### config.mk
export PLATFORM = sky130hd
export DESIGN_NAME = pe_mac_param
export DESIGN_NICKNAME = d
export VERILOG_FILES = /design/src/rtl/pe_pkg.sv /design/src/rtl/pe_sat_accum.sv /design/src/rtl/pe_mac_param.sv
export SDC_FILE = /design/constraint.sdc
export NUM_CORES = 1
export LEC_CHECK = 0
export CORE_MARGIN = 1.5
export CORE_UTILIZATION = 50
export CTS_CLUSTER_DIAMETER = 80
export CTS_CLUSTER_SIZE = 14
export DETAILED_ROUTE_END_ITERATION = 8
export PLACE_DENSITY = 0.85
export SETUP_SLACK_MARGIN = 0.4
export SLEW_MARGIN = 20
export SYNTH_ARGS = -nofsm -noshare
export SYNTH_HDL_FRONTEND = slang
export SYNTH_HIERARCHICAL = 1
export SYNTH_SLANG_ARGS = --single-unit
### constraint.sdc
create_clock -name clk -period 5.1 [get_ports clk]
set_clock_uncertainty 0.15 [all_clocks]
set_input_delay 1.53 -clock clk [delete_from_list [all_inputs] [get_ports clk]]
set_output_delay 1.53 -clock clk [all_outputs]
set_load 0.005 [all_outputs]
### src/rtl/pe_pkg.sv
// Shared definitions for the multiply-accumulate processing element family:
// default widths and the saturating/wrapping add used by the accumulator.
package pe_pkg;

    localparam int unsigned PE_DATA_W = 8;
    localparam int unsigned PE_ACC_W  = 20;

    // Widest accumulator the shared adder supports (ACC_W must stay below this).
    localparam int unsigned PE_MAX_W  = 64;

    localparam logic [PE_ACC_W-1:0] ACC_MAX = {PE_ACC_W{1'b1}};

    // Adds two values already confined to acc_w bits. Returns {ov, value},
    // where value is the acc_w-bit result (saturated or wrapped) zero-extended
    // to PE_MAX_W bits.
    function automatic logic [PE_MAX_W:0] sat_add(
        input logic [PE_MAX_W-1:0] acc,
        input logic [PE_MAX_W-1:0] p,
        input int unsigned         acc_w,
        input logic                sat_en
    );
        logic [PE_MAX_W:0]   sum;
        logic [PE_MAX_W-1:0] mask;
        logic [PE_MAX_W-1:0] value;
        logic                ov;
        sum = {1'b0, acc} + {1'b0, p};
        if (acc_w >= PE_MAX_W) begin
            mask = {PE_MAX_W{1'b1}};
        end else begin
            mask = (64'd1 << acc_w) - 64'd1;
        end
        ov = sum[PE_MAX_W] | (sum[PE_MAX_W-1:0] > mask);
        if (!ov) begin
            value = sum[PE_MAX_W-1:0];
        end else if (sat_en) begin
            value = mask;
        end else begin
            value = sum[PE_MAX_W-1:0] & mask;
        end
        return {ov, value};
    endfunction

endpackage

### src/rtl/pe_sat_accum.sv
// Accumulate stage: folds registered products into the group sum, tracks
// overflow across the group and publishes the result on the group's last pair.
// ACC_W must lie between 2*DATA_W and 63.
module pe_sat_accum
    import pe_pkg::*;
#(
    parameter int unsigned ACC_W  = PE_ACC_W,
    parameter bit          SAT_EN = 1'b1
) (
    input  logic             clk,
    input  logic             rst,
    input  logic             p_valid,
    input  logic             p_last,
    input  logic [ACC_W-1:0] p_data,
    output logic [ACC_W-1:0] res,
    output logic             res_valid,
    output logic             res_ovf
);

    logic [ACC_W-1:0]  acc_r;
    logic              ovf_r;
    logic [PE_MAX_W:0] add_s;
    logic [ACC_W-1:0]  nxt_s;
    logic              ov_s;
    logic              ovf_n_s;
    logic              unused_hi_s;

    // Next accumulator value and sticky overflow for the current product.
    always_comb begin
        add_s   = sat_add(PE_MAX_W'(acc_r), PE_MAX_W'(p_data), ACC_W, SAT_EN);
        nxt_s   = add_s[ACC_W-1:0];
        ov_s    = add_s[PE_MAX_W];
        ovf_n_s = ovf_r | ov_s;
    end

    // Upper adder bits are always zero for in-range operands.
    assign unused_hi_s = ^add_s[PE_MAX_W-1:ACC_W];

    // Accumulator update; the last pair publishes the result and restarts at zero.
    always_ff @(posedge clk) begin
        if (rst) begin
            acc_r     <= {ACC_W{1'b0}};
            ovf_r     <= 1'b0;
            res       <= {ACC_W{1'b0}};
            res_valid <= 1'b0;
            res_ovf   <= 1'b0;
        end else begin
            res_valid <= 1'b0;
            if (p_valid) begin
                if (p_last) begin
                    res       <= nxt_s;
                    res_ovf   <= ovf_n_s;
                    res_valid <= 1'b1;
                    acc_r     <= {ACC_W{1'b0}};
                    ovf_r     <= 1'b0;
                end else begin
                    acc_r     <= nxt_s;
                    ovf_r     <= ovf_n_s;
                end
            end
        end
    end

endmodule

### src/rtl/pe_mac_param.sv
// Systolic-array multiply-accumulate processing element: forwards operands
// east/south with one cycle of latency, registers the product, and hands it to
// the accumulate stage which emits one result per valid/last-delimited group.
module pe_mac_param
    import pe_pkg::*;
#(
    parameter int unsigned DATA_W = PE_DATA_W,
    parameter int unsigned ACC_W  = PE_ACC_W,
    parameter bit          SAT_EN = 1'b1
) (
    input  logic              clk,
    input  logic              rst,
    input  logic              in_valid,
    input  logic              in_last,
    input  logic [DATA_W-1:0] a_in,
    input  logic [DATA_W-1:0] b_in,
    output logic [DATA_W-1:0] a_out,
    output logic [DATA_W-1:0] b_out,
    output logic              fwd_valid,
    output logic              fwd_last,
    output logic [ACC_W-1:0]  res,
    output logic              res_valid,
    output logic              res_ovf
);

    logic [2*DATA_W-1:0] prod_s;
    logic [ACC_W-1:0]    p1_r;
    logic                v1_r;
    logic                l1_r;

    // Full-width unsigned product of the incoming operand pair.
    always_comb begin
        prod_s = (2*DATA_W)'(a_in) * (2*DATA_W)'(b_in);
    end

    // Forward path: operands advance only with valid data, flags every cycle.
    always_ff @(posedge clk) begin
        if (rst) begin
            a_out     <= {DATA_W{1'b0}};
            b_out     <= {DATA_W{1'b0}};
            fwd_valid <= 1'b0;
            fwd_last  <= 1'b0;
        end else begin
            if (in_valid) begin
                a_out <= a_in;
                b_out <= b_in;
            end
            fwd_valid <= in_valid;
            fwd_last  <= in_valid & in_last;
        end
    end

    // Stage 1: register the product with its valid/last qualifiers.
    always_ff @(posedge clk) begin
        if (rst) begin
            p1_r <= {ACC_W{1'b0}};
            v1_r <= 1'b0;
            l1_r <= 1'b0;
        end else if (in_valid) begin
            p1_r <= ACC_W'(prod_s);
            v1_r <= 1'b1;
            l1_r <= in_last;
        end else begin
            v1_r <= 1'b0;
        end
    end

    pe_sat_accum #(
        .ACC_W  (ACC_W),
        .SAT_EN (SAT_EN)
    ) u_accum (
        .clk       (clk),
        .rst       (rst),
        .p_valid   (v1_r),
        .p_last    (l1_r),
        .p_data    (p1_r),
        .res       (res),
        .res_valid (res_valid),
        .res_ovf   (res_ovf)
    );

endmodule

* After elaboration in Yosys (flattened, before gate mapping) *
Index checks and enable logic that the tools add are counted.

storage, ports and cells
  output and inout port bits = 40
  register bits = 79
  logic and storage cells = 26
  bits in read-only memories = 0
  RAM bits = 0
  bits in latches = 0
  input bits = 20
  memories kept = 0

cells by class
  multipliers = 1
  add/sub/neg operators = 1
  div/mod/pow operators = 0
  shift-type cells = 0
  bitwise operators = 4
  reduce and logical (&&, ||, !) cells = 2
  order comparisons = 1
  multiplexer cells = 5
  eq/ne operators = 0

operators by type and width
  operator                                              number
  two-way mux 20 bit                                    2
  adder 20 x 16 -> 21 bit                               1
  > comparator 21 x 20 -> 1 bit, second input constant  1
  multiplier 8 x 8 -> 16 bit                            1
  two-way mux 1 bit                                     3
  AND reduction 2 bit                                   1
  OR reduction 2 bit                                    1
  AND 1 bit                                             1
  NOT 1 bit                                             1
  OR 1 bit                                              1
  OR 1 bit, first input constant                        1

* Logic depth before layout (Yosys ltp) *
Gate-level depths: netlist of the first run.

  word-level depth = 5
  gate-level depth with buffers = 15

* By module *
The synthesis of the first run kept the hierarchy.

by module, submodules not included
  module        instances  area each (um^2)  cells each
  pe_mac_param  1          3251.9            354
  pe_sat_accum  1          2469.9            293

* Worst setup path after synthesis of the first run *
Ideal clock, no wire load.

  path type = input to register
  start point = input a_in[3]
  end point = register p1_r[13]
  slack = -0.253 ns
  stages on the path = 15
  setup time = 0.127 ns
  path buffers = 0
  data arrival time = 5.076 ns
  cells stage by stage = and2_1 fa_1 inv_1 fa_1 inv_1 fa_1 inv_1 fa_1 inv_1 ha_1 o211ai_1 a21oi_2 o21ai_2 and4_1 or3_1

on the way
  cells in the longest elaborated chain, start to end = 1

ends and longest elaborated chain
  item                        line                RTL
  from (decl)                 pe_mac_param.sv:15  input logic [DATA_W-1:0] a_in,
  multiplier 8 x 8 -> 16 bit  pe_mac_param.sv:33  prod_s = (2*DATA_W)'(a_in) * (2*DATA_W)'(b_in);
  to (signal assigned)        pe_mac_param.sv:56  p1_r <= {ACC_W{1'b0}};
  to (signal assigned)        pe_mac_param.sv:60  p1_r <= ACC_W'(prod_s);
  to (decl)                   pe_mac_param.sv:27  logic [ACC_W-1:0] p1_r;

No other way between the ends.
A chain may end at the register's enable or synchronous reset.

* Final worst setup path of the first run *
  start point = input a_in[5]
  end point = register p1_r[11]

The elaborated chain is that of the path after synthesis.

==> impl_metrics.toml, run 1 <==
[run]
max-cap-violations = 0

[routing]
routed-via-count = 5090
dr.pass1.iters = 6
drt_iter0_markers = 290
routed_wl_mm = 14.39
vias_per_cell = 5.706
final_antenna_net_count = 0
wl_per_cell_um = 16.13
drc_errors = 0

[pwr]
p_per_area_mw_per_mm2 = 363.9
p_total_w = 0.002617
irDropWorstVdd_v = 0.0002360
leakagePower_nw = 3.312

[hold_path]
min_from = "u_accum/res_ovf"
holdPathEnd = "u_accum/res_ovf"
hold_depth = 2
hp-class = "reg2reg"

[yosys]
muxShareOfSynthArea = 0.04395
synthAdderAreaFrac = 0.2519
synthesis.area_sq_mm = 0.005722
synthSimpleGateAreaFrac = 0.1865
yosys-top-cells-area = "dfxtp_1 (27%), fa_1 (13%), ha_1 (12%)"
yosysTopAreaCell = "dfxtp_1"
synth_top_family_by_area = "adder cells"
yosys_most_used_dff = "dfxtp_1"
seq_area_frac_synth = 0.2729
synthXorXnorAreaFrac = 0.03061
synth_cells = 647
synth_edf_count = 0
synth_top_area_share = 0.2729
ys_seq_elements = 78
synth_cell_type_count = 59
async_flop_share = 0
synth_compound_area_frac = 0.1594
synth.yosys.warnings = 6
synth.avg_cell_area_sq_um = 8.843

[clock_tree]
hold_buffers = 0
cts_root_buf = "clkbuf_16"
clock_sinks = 78
clk_path_buf_depth = 2
cts_tree = "built"
clk_pin_slew_ns = 0.07
clk_latency_ns = 0.35
h-tree-depth = 3
numCtsBuffers = 9

[sta]
post-route-period-util = 1.004
period_minus_slack_ns = 5.120
timing.hold.ws_ns = 0.2985
hold_viol = 0
rsz0062_at_grt = "yes"
fmax_ghz = 0.1953
worst_pin_slew_ns = 0.7001
setup-tns-final_ns = -0.02027
setup_ws_ns = -0.02027
setup_violations = 1
finalMaxSlewViolations = 0
relSlewSlack = 0.5323

[setup_path]
critPathMostFrequentCell = "fa_1"
path_class = "in2reg"
slowest_delay_ns = 0.52
crit_family = "adder cells"
cp_cell_sequence = "buf_8 > and2_4 > fa_1 > inv_1 > fa_1 > inv_1 > fa_1 > inv_1 > fa_1 > inv_2 > ha_4 > o211ai_1 > a21oi_2 > o21ai_4 > or4b_1 > o311ai_1"
crit_start = "a_in[5]"
ff2ff_setup_slack_ns = 2.04
r2r-start = "p1_r[0]"
regToRegEndpoint = "u_accum/acc_r[4]"
crit_buf_inv = 5
crit_required_ns = 5.20
worstPathArrival_ns = 5.22
end_kind = "flop"
reg2regPathDepth = 10
crit_fanout = 6
start_kind = "primary input"
slowest_stage = "fa_1"

[run_status]
outcome = "complete, but fails checks"
violations = "setup timing"

[final_layout]
fin_area_sq_mm = 0.007192
nFillCells = 799
layout_commonest_cell = "dfxtp_1"
synthToLayoutAreaGrowth_pct = 25.69
final_cell_mix = "dfxtp_1 (78), nand2_1 (65), inv_1 (56)"
nNetsFinal = 860
drive_above_1_share = 0.1529
utilization = 0.6548
n_antenna_cell = 0

[grt]
gr-total-overflow = 0
first_global_vias = 5272
grt_max_degree = 35
grt_usage = 0.2495
grt_pass1_wl_mm = 23.63
antenna_found_initial = 0

[placement]
gp_congestion = 0.9652
dpl-instance-area_sq_mm = 0.006759
post-dp-hpwl_mm = 10.61
numPortBuffers = 59

[floorplan]
die_w_um = 110.0
pin_count = 60
coreArea_sq_mm = 0.01098
dieArea_sq_mm = 0.01209
initial_core_util = 0.5210
die_y_um = 110.0
row_count = 38
==> logic make-up (layout without fill, tap and decap cells) <==
| family | count (synthesis) | count (layout) |
|---|---|---|
| flip-flops | 78 | 78 |
| XOR/XNOR | 20 | 20 |
| buffers and inverters | 78 | 180 |
| AO/OA/AOI/OAI | 136 | 136 |
| AND/OR/NAND/NOR | 216 | 216 |
| other | 1 | 4 |
| adder cells (fa/ha/maj) | 93 | 93 |
| multiplexers | 25 | 25 |
==> layout make-up <==
class / count / area (sq um) / area share
clock buffer: 9 / 225.2 / 0.03132
clock inverter: 7 / 62.56 / 0.008699
inverter: 58 / 217.7 / 0.03027
multi-input combinational: 494 / 4008 / 0.5572
sequential: 78 / 1562 / 0.2171
tap: 140 / 175.2 / 0.02436
timing repair buffer: 106 / 942.2 / 0.1310
==> worst min-delay path, delay by kind of cell, from the launching register on <==
kind / cells / cell delay [ns]
AND/OR/NAND/NOR: 2 / 0.09
flip-flops: 1 / 0.32
==> per-stage QoR <==
step | instances | setup WS, ns
6_report | 892 | -0.02027
4_1_cts | 890 | -0.03209
5_1_grt | 892 | -0.1381
2_1_floorplan | 650 | -0.03328
3_5_place_dp | 870 | -0.8891
3_3_place_gp | 870 | -0.7404
==> worst max path at each step <==
stage	to	depth (start not counted)
after global placement	p1_r[13]	13
after global routing	p1_r[11]	16
after CTS	p1_r[11]	16
final	p1_r[11]	16
after floorplan	p1_r[13]	15
after detailed placement	p1_r[13]	13
==> cell usage after synthesis, types with 2 or more instances <==
cell type / count
a211oi_1: 2
a21boi_0: 2
a21o_1: 12
a21oi_1: 25
a21oi_2: 2
a221o_1: 2
a22o_1: 10
a22oi_1: 7
a31oi_1: 5
a31oi_2: 2
and2_1: 49
and3_1: 2
buf_2: 4
clkbuf_1: 13
dfxtp_1: 78
fa_1: 37
ha_1: 56
inv_1: 58
mux2i_1: 24
nand2_1: 67
nand2b_1: 13
nand3_1: 12
nor2_1: 48
nor2b_1: 4
nor3_1: 3
nor3b_1: 2
o2111ai_1: 2
o211ai_1: 7
o21a_1: 4
o21ai_0: 39
o22ai_1: 4
or3_1: 7
xnor2_1: 9
xor2_1: 11
==> state kept, by name, summed over array words and instances, names as in the netlist <==
name and cells:
l1_r 1, u_accum/acc_r 20, fwd_last 1, a_out 8, u_accum/ovf_r 1, u_accum/res 20, b_out 8, fwd_valid 1
u_accum/res_valid 1, p1_r 16, u_accum/res_ovf 1
==> routing by layer <==
metal  share of wire  vias up  GRT usage
li1                -     2396          -
met1            0.41     2464     0.2854
met2            0.51      181     0.4450
met3           0.044       49    0.04527
met4           0.029        0     0.1252
met5               0        -          0
==> power by group <==
part	switching, W	total [W]	internal, W
logic	0.000673	0.00128	0.000609
clock network	0.000288	0.000628	0.000340
registers	0.0000389	0.000708	0.000669
==> what timing repair did <==
action,4_1_cts,5_1_grt
buffers inserted,4,2
gates resized for setup,93,5
endpoints found under the setup margin,11,9
pin swaps,19,5
cloned,0,0
Power figures use the tool's default switching activity.
==> run 2, diff against run 1 <==
--- a/config.mk
+++ b/config.mk
@@ -11,6 +11,7 @@
 export CTS_CLUSTER_SIZE = 14
 export DETAILED_ROUTE_END_ITERATION = 8
 export PLACE_DENSITY = 0.85
+export REMOVE_ABC_BUFFERS = 1
 export SETUP_SLACK_MARGIN = 0.4
 export SLEW_MARGIN = 20
 export SYNTH_ARGS = -nofsm -noshare
==> run 2 against run 1 <==
Against the previous run:
- the run now ends clean
- non-clock buffer count is 4 higher
- maximum frequency grew 0.72%
- count of clock-buffer cells in the layout up 3
- via count decreased by 2.7%
- power increased by 2.5%
- sequential share of layout area shrank 0.21 points
- sequential power hardly changed
- combinational power about the same
- highest routed layer unchanged
- setup slack better by 0.036 ns
- global-route usage about the same
- first-iteration DRC count rose by 3.8%
==> impl_metrics.toml, run 2 (same netlist as run 1, synthesis figures left out) <==
[routing]
routed_wl_mm = 14.06
final_antenna_net_count = 0
dr.pass1.iters = 5
vias_per_cell = 5.529
drt_iter0_markers = 301
routed-via-count = 4954
wl_per_cell_um = 15.70
drc_errors = 0

[floorplan]
die_y_um = 110.0
initial_core_util = 0.5210
row_count = 38
coreArea_sq_mm = 0.01098
pin_count = 60
dieArea_sq_mm = 0.01209
die_w_um = 110.0

[final_layout]
synthToLayoutAreaGrowth_pct = 26.90
nFillCells = 883
n_antenna_cell = 0
multi_input_area_sq_mm = 0.004043
reg.largest.list = "u_accum/acc_r (20), u_accum/res (20), p1_r (16)"
seq_area_sq_mm = 0.001562
fin_area_sq_mm = 0.007261
final_cell_mix = "dfxtp_1 (78), nand2_1 (63), inv_1 (56)"
utilization = 0.6611
layout_commonest_cell = "dfxtp_1"
drive_above_1_share = 0.1534
nNetsFinal = 864

[sta]
timing.hold.ws_ns = 0.2903
worst_pin_slew_ns = 0.6859
hold_viol = 0
period_minus_slack_ns = 5.084
setup_violations = 0
fmax_ghz = 0.1967
finalMaxSlewViolations = 0
post-route-period-util = 0.9968
relSlewSlack = 0.5417
rsz0062_at_grt = "yes"

[placement]
gp_congestion = 0.8642
dpl-instance-area_sq_mm = 0.006756
post-dp-hpwl_mm = 10.04
numPortBuffers = 59

[clock_tree]
cts_root_buf = "clkbuf_16"
h-tree-depth = 3
clk_path_buf_depth = 2
clk_pin_slew_ns = 0.06
numCtsBuffers = 9
cts_tree = "built"
clk_latency_ns = 0.35
clock_sinks = 78

[run_status]
outcome = "completed"

[grt]
antenna_found_initial = 0
grt_usage = 0.2499
grt_max_degree = 27
gr-total-overflow = 0
first_global_vias = 5085
grt_pass1_wl_mm = 23.44

[pwr]
leakagePower_nw = 3.355
p_per_area_mw_per_mm2 = 369.3
irDropWorstVdd_v = 0.0003381

[setup_path]
worstPathArrival_ns = 5.15
crit_required_ns = 5.17
end_kind = "flop"
path_class = "in2reg"
start_kind = "primary input"
crit_fanout = 5

[run]
max-cap-violations = 0

[hold_path]
hp-class = "reg2reg"
-- run 2: changes by cell type in the layout (fill, tap and decap cells not counted), sizes merged --
cell,before,now
buf,59,60
bufinv,0,1
clkbuf,9,14
clkinvlp,3,2
dlygate4sd2,2,1
dlymetal6s2s,0,2
inv,62,59
-- run 2: layer usage --
metal | vias to the layer above | wire length [um] | part of all wire | GRT usage
met5 | - | 0 | 0 | 0
met4 | 0 | 295 | 0.021 | 0.08627
met3 | 28 | 773 | 0.055 | 0.06290
met2 | 157 | 6982 | 0.50 | 0.4410
met1 | 2367 | 6012 | 0.43 | 0.2943
li1 | 2402 | - | - | -
-- run 2: cell type report --
type / instances / area share
Clock buffer: 12 / 0.03395
Clock inverter: 4 / 0.007410
Inverter: 58 / 0.02998
Multi-Input combinational cell: 494 / 0.5568
Sequential cell: 78 / 0.2151
Tap cell: 140 / 0.02413
Timing Repair Buffer: 110 / 0.1327
-- run 2: what timing repair did --
| item | in CTS | in global routing |
|---|---|---|
| gates resized for setup | 77 | 23 |
| endpoints found under the setup margin | 11 | 10 |
| buffers inserted | 2 | 3 |
| pin swaps | 42 | 22 |
| hold buffers | 0 | 0 |
-- run 2: per-stage QoR --
| step | setup WS, ns | power [W] | std cells | setup TNS (ns) |
|---|---|---|---|---|
| 3_3_place_gp | -0.8174 | 0.001727 | 875 | -6.611 |
| 5_1_grt | -0.1058 | 0.002859 | 896 | -0.3918 |
| 2_1_floorplan | -0.2530 | 0.001419 | 630 | -0.8716 |
| 4_1_cts | 0.01445 | 0.002574 | 893 | 0 |
| 6_report | 0.01610 | 0.002682 | 896 | 0 |
| 3_5_place_dp | -0.9016 | 0.001763 | 875 | -7.346 |
-- run 2: report_power, final --
part / switching [W] / internal (W)
sequential: 0.0000380 / 0.000669
clock: 0.000271 / 0.000395
combinational: 0.000694 / 0.000615
total: 0.00100 / 0.00168
-- run 2: worst max-delay path, stage by stage --
cell and delay, ns:
buf_4 0.12, buf_6 0.11, and2_1 0.14, fa_1 0.56, fa_1 0.43, fa_1 0.49
inv_1 0.05, fa_1 0.53, inv_1 0.07, ha_4 0.24, a21oi_4 0.18, o211ai_1 0.20
a31oi_1 0.24, xor2_1 0.16, o21ai_1 0.08
-- run 2: final timing paths --
path	from	end	slack, ns	cells past startpoint
setup reg to reg	p1_r[0]	u_accum/res[12]	2.06	10
hold / removal	u_accum/res_ovf	u_accum/res_ovf	0.29	2
setup / recovery	b_in[4]	p1_r[12]	0.02	15
hold reg to reg	u_accum/res_ovf	u_accum/res_ovf	0.29	2
==> run 3, diff against run 2 <==
--- a/config.mk
+++ b/config.mk
@@ -12,7 +12,7 @@
 export DETAILED_ROUTE_END_ITERATION = 8
 export PLACE_DENSITY = 0.85
 export REMOVE_ABC_BUFFERS = 1
-export SETUP_SLACK_MARGIN = 0.4
+export SETUP_SLACK_MARGIN = 0.15
 export SLEW_MARGIN = 20
 export SYNTH_ARGS = -nofsm -noshare
 export SYNTH_HDL_FRONTEND = slang
==> run 3 against run 2 <==
Against the previous run:
- flip-flop and latch count did not move
- critical path depth rose by 1
- design area fell by 0.31%
- global-route usage did not move
- critical path type unchanged
- highest routed layer unchanged
==> impl_metrics.toml, run 3 (same netlist as run 1, synthesis figures left out) <==
[run_status]
outcome = "completed"

[routing]
dr.pass1.iters = 5
routed_wl_mm = 13.97
drt_iter0_markers = 251
drc_errors = 0
vias_per_cell = 5.496
wl_per_cell_um = 15.57
routed-via-count = 4930
final_antenna_net_count = 0

[floorplan]
pin_count = 60
coreArea_sq_mm = 0.01098
die_w_um = 110.0
row_count = 38
initial_core_util = 0.5210
die_y_um = 110.0
dieArea_sq_mm = 0.01209

[setup_path]
critPathMostFrequentCell = "fa_1"
r2r-start = "p1_r[0]"
worstPathArrival_ns = 5.14
regToRegEndpoint = "u_accum/res[12]"
end_kind = "flop"
ff2ff_setup_slack_ns = 2.06
crit_fanout = 4
path_class = "in2reg"
crit_required_ns = 5.21
reg2regPathDepth = 10
slowest_stage = "fa_1"
start_kind = "primary input"
cp_cell_sequence = "buf_8 > and2_4 > fa_1 > inv_1 > fa_1 > inv_1 > fa_1 > inv_1 > fa_1 > inv_2 > ha_4 > o211ai_1 > a21oi_2 > o21ai_4 > or4b_1 > o311ai_1"
slowest_delay_ns = 0.52
crit_buf_inv = 5
crit_family = "adder cells"

[sta]
worst_pin_slew_ns = 0.6866
fmax_ghz = 0.1985
finalMaxSlewViolations = 0
relSlewSlack = 0.5412
hold_viol = 0
period_minus_slack_ns = 5.038
setup_violations = 0
post-route-period-util = 0.9879
setup-tns-final_ns = 0
rsz0062_at_grt = "yes"

[hold_path]
min_from = "u_accum/res_ovf"
hp-class = "reg2reg"
hold_depth = 2
holdPathEnd = "u_accum/res_ovf"

[pwr]
irDropWorstVdd_v = 0.0003377
p_per_area_mw_per_mm2 = 369.3
leakagePower_nw = 3.347

[final_layout]
synthToLayoutAreaGrowth_pct = 26.50
seq_area_sq_mm = 0.001562
multi_input_area_sq_mm = 0.004015
final_cells = 897
final_cell_mix = "dfxtp_1 (78), nand2_1 (63), inv_1 (55)"
drive_above_1_share = 0.1519
utilization = 0.6590
nNetsFinal = 865
layout_commonest_cell = "dfxtp_1"
fin_area_sq_mm = 0.007238
nFillCells = 889
n_antenna_cell = 0
reg.largest.list = "u_accum/acc_r (20), u_accum/res (20), p1_r (16)"

[grt]
antenna_found_initial = 0
gr-total-overflow = 0
first_global_vias = 5085
grt_max_degree = 27
grt_pass1_wl_mm = 23.44
grt_usage = 0.2499

[placement]
gp_congestion = 0.8642
numPortBuffers = 59
dpl-instance-area_sq_mm = 0.006756
place_inst = 875
post-dp-hpwl_mm = 10.04

[clock_tree]
hold_buffers = 0
clk_latency_ns = 0.35
clk_pin_slew_ns = 0.06
clock_sinks = 78
h-tree-depth = 3
clk_path_buf_depth = 2
numCtsBuffers = 9
cts_root_buf = "clkbuf_16"
cts_tree = "built"

[run]
max-cap-violations = 0
run 3: cell count changes in the layout (fill, tap and decap cells not counted), sizes merged:
cell           previous run  this run
buf                      60        61
clkdlybuf4s50            43        44
dlymetal6s2s              2         1
run 3: routing by layer:
layer / up-vias / part of all wire / global-route usage
li1: 2402 / - / -
met1: 2372 / 0.44 / 0.2943
met2: 124 / 0.49 / 0.4410
met3: 32 / 0.049 / 0.06290
met4: 0 / 0.022 / 0.08627
met5: - / 0 / 0
run 3: worst max path at each step:
stage,slack (ns),cells past startpoint,end,start
floorplan,-0.25,15,p1_r[13],a_in[3]
global placement,-0.82,16,p1_r[13],a_in[3]
detailed placement,-0.90,16,p1_r[13],a_in[3]
CTS,0.01,16,p1_r[11],b_in[2]
global route,-0.09,16,p1_r[11],b_in[2]
finish,0.06,16,p1_r[11],b_in[2]
run 3: layout make-up:
type | instances | area share
clock buffers | 12 | 0.03405
multi-input cells | 494 | 0.5547
flip-flops and latches | 78 | 0.2157
clock inverters | 4 | 0.007433
repair buffers | 111 | 0.1338
inverters | 58 | 0.03008
well taps | 140 | 0.02420
run 3: report_power, final:
part	internal (W)	leakage, nW	switching, W
Sequential	0.000669	0.637	0.0000381
Clock	0.000395	0.139	0.000270
Combinational	0.000617	2.57	0.000683
Total	0.00168	3.35	0.000992
run 3: timing repair:
action / in CTS / in global routing
resized for setup: 76 / 20
setup endpoints to repair: 11 / 7
endpoints found under the hold margin: 0 / 0
buffers inserted: 2 / 4
pin swaps: 42 / 22
cloned: 0 / 0
run 3: worst min-delay path: cells and delay by family, from the launching register on:
family	cells	cell delay, ns
and+or+nand+nor	2	0.09
DFF	1	0.31
run 3: through the flow:
step	total power [W]	hold WS, ns	setup WS, ns
after floorplan	0.001419	0.2791	-0.2530
after global placement	0.001727	0.2778	-0.8174
after detailed placement	0.001763	0.2881	-0.9016
after CTS	0.002573	0.2953	0.01445
after global routing	0.002849	0.3261	-0.09348
final	0.002673	0.2902	0.06182
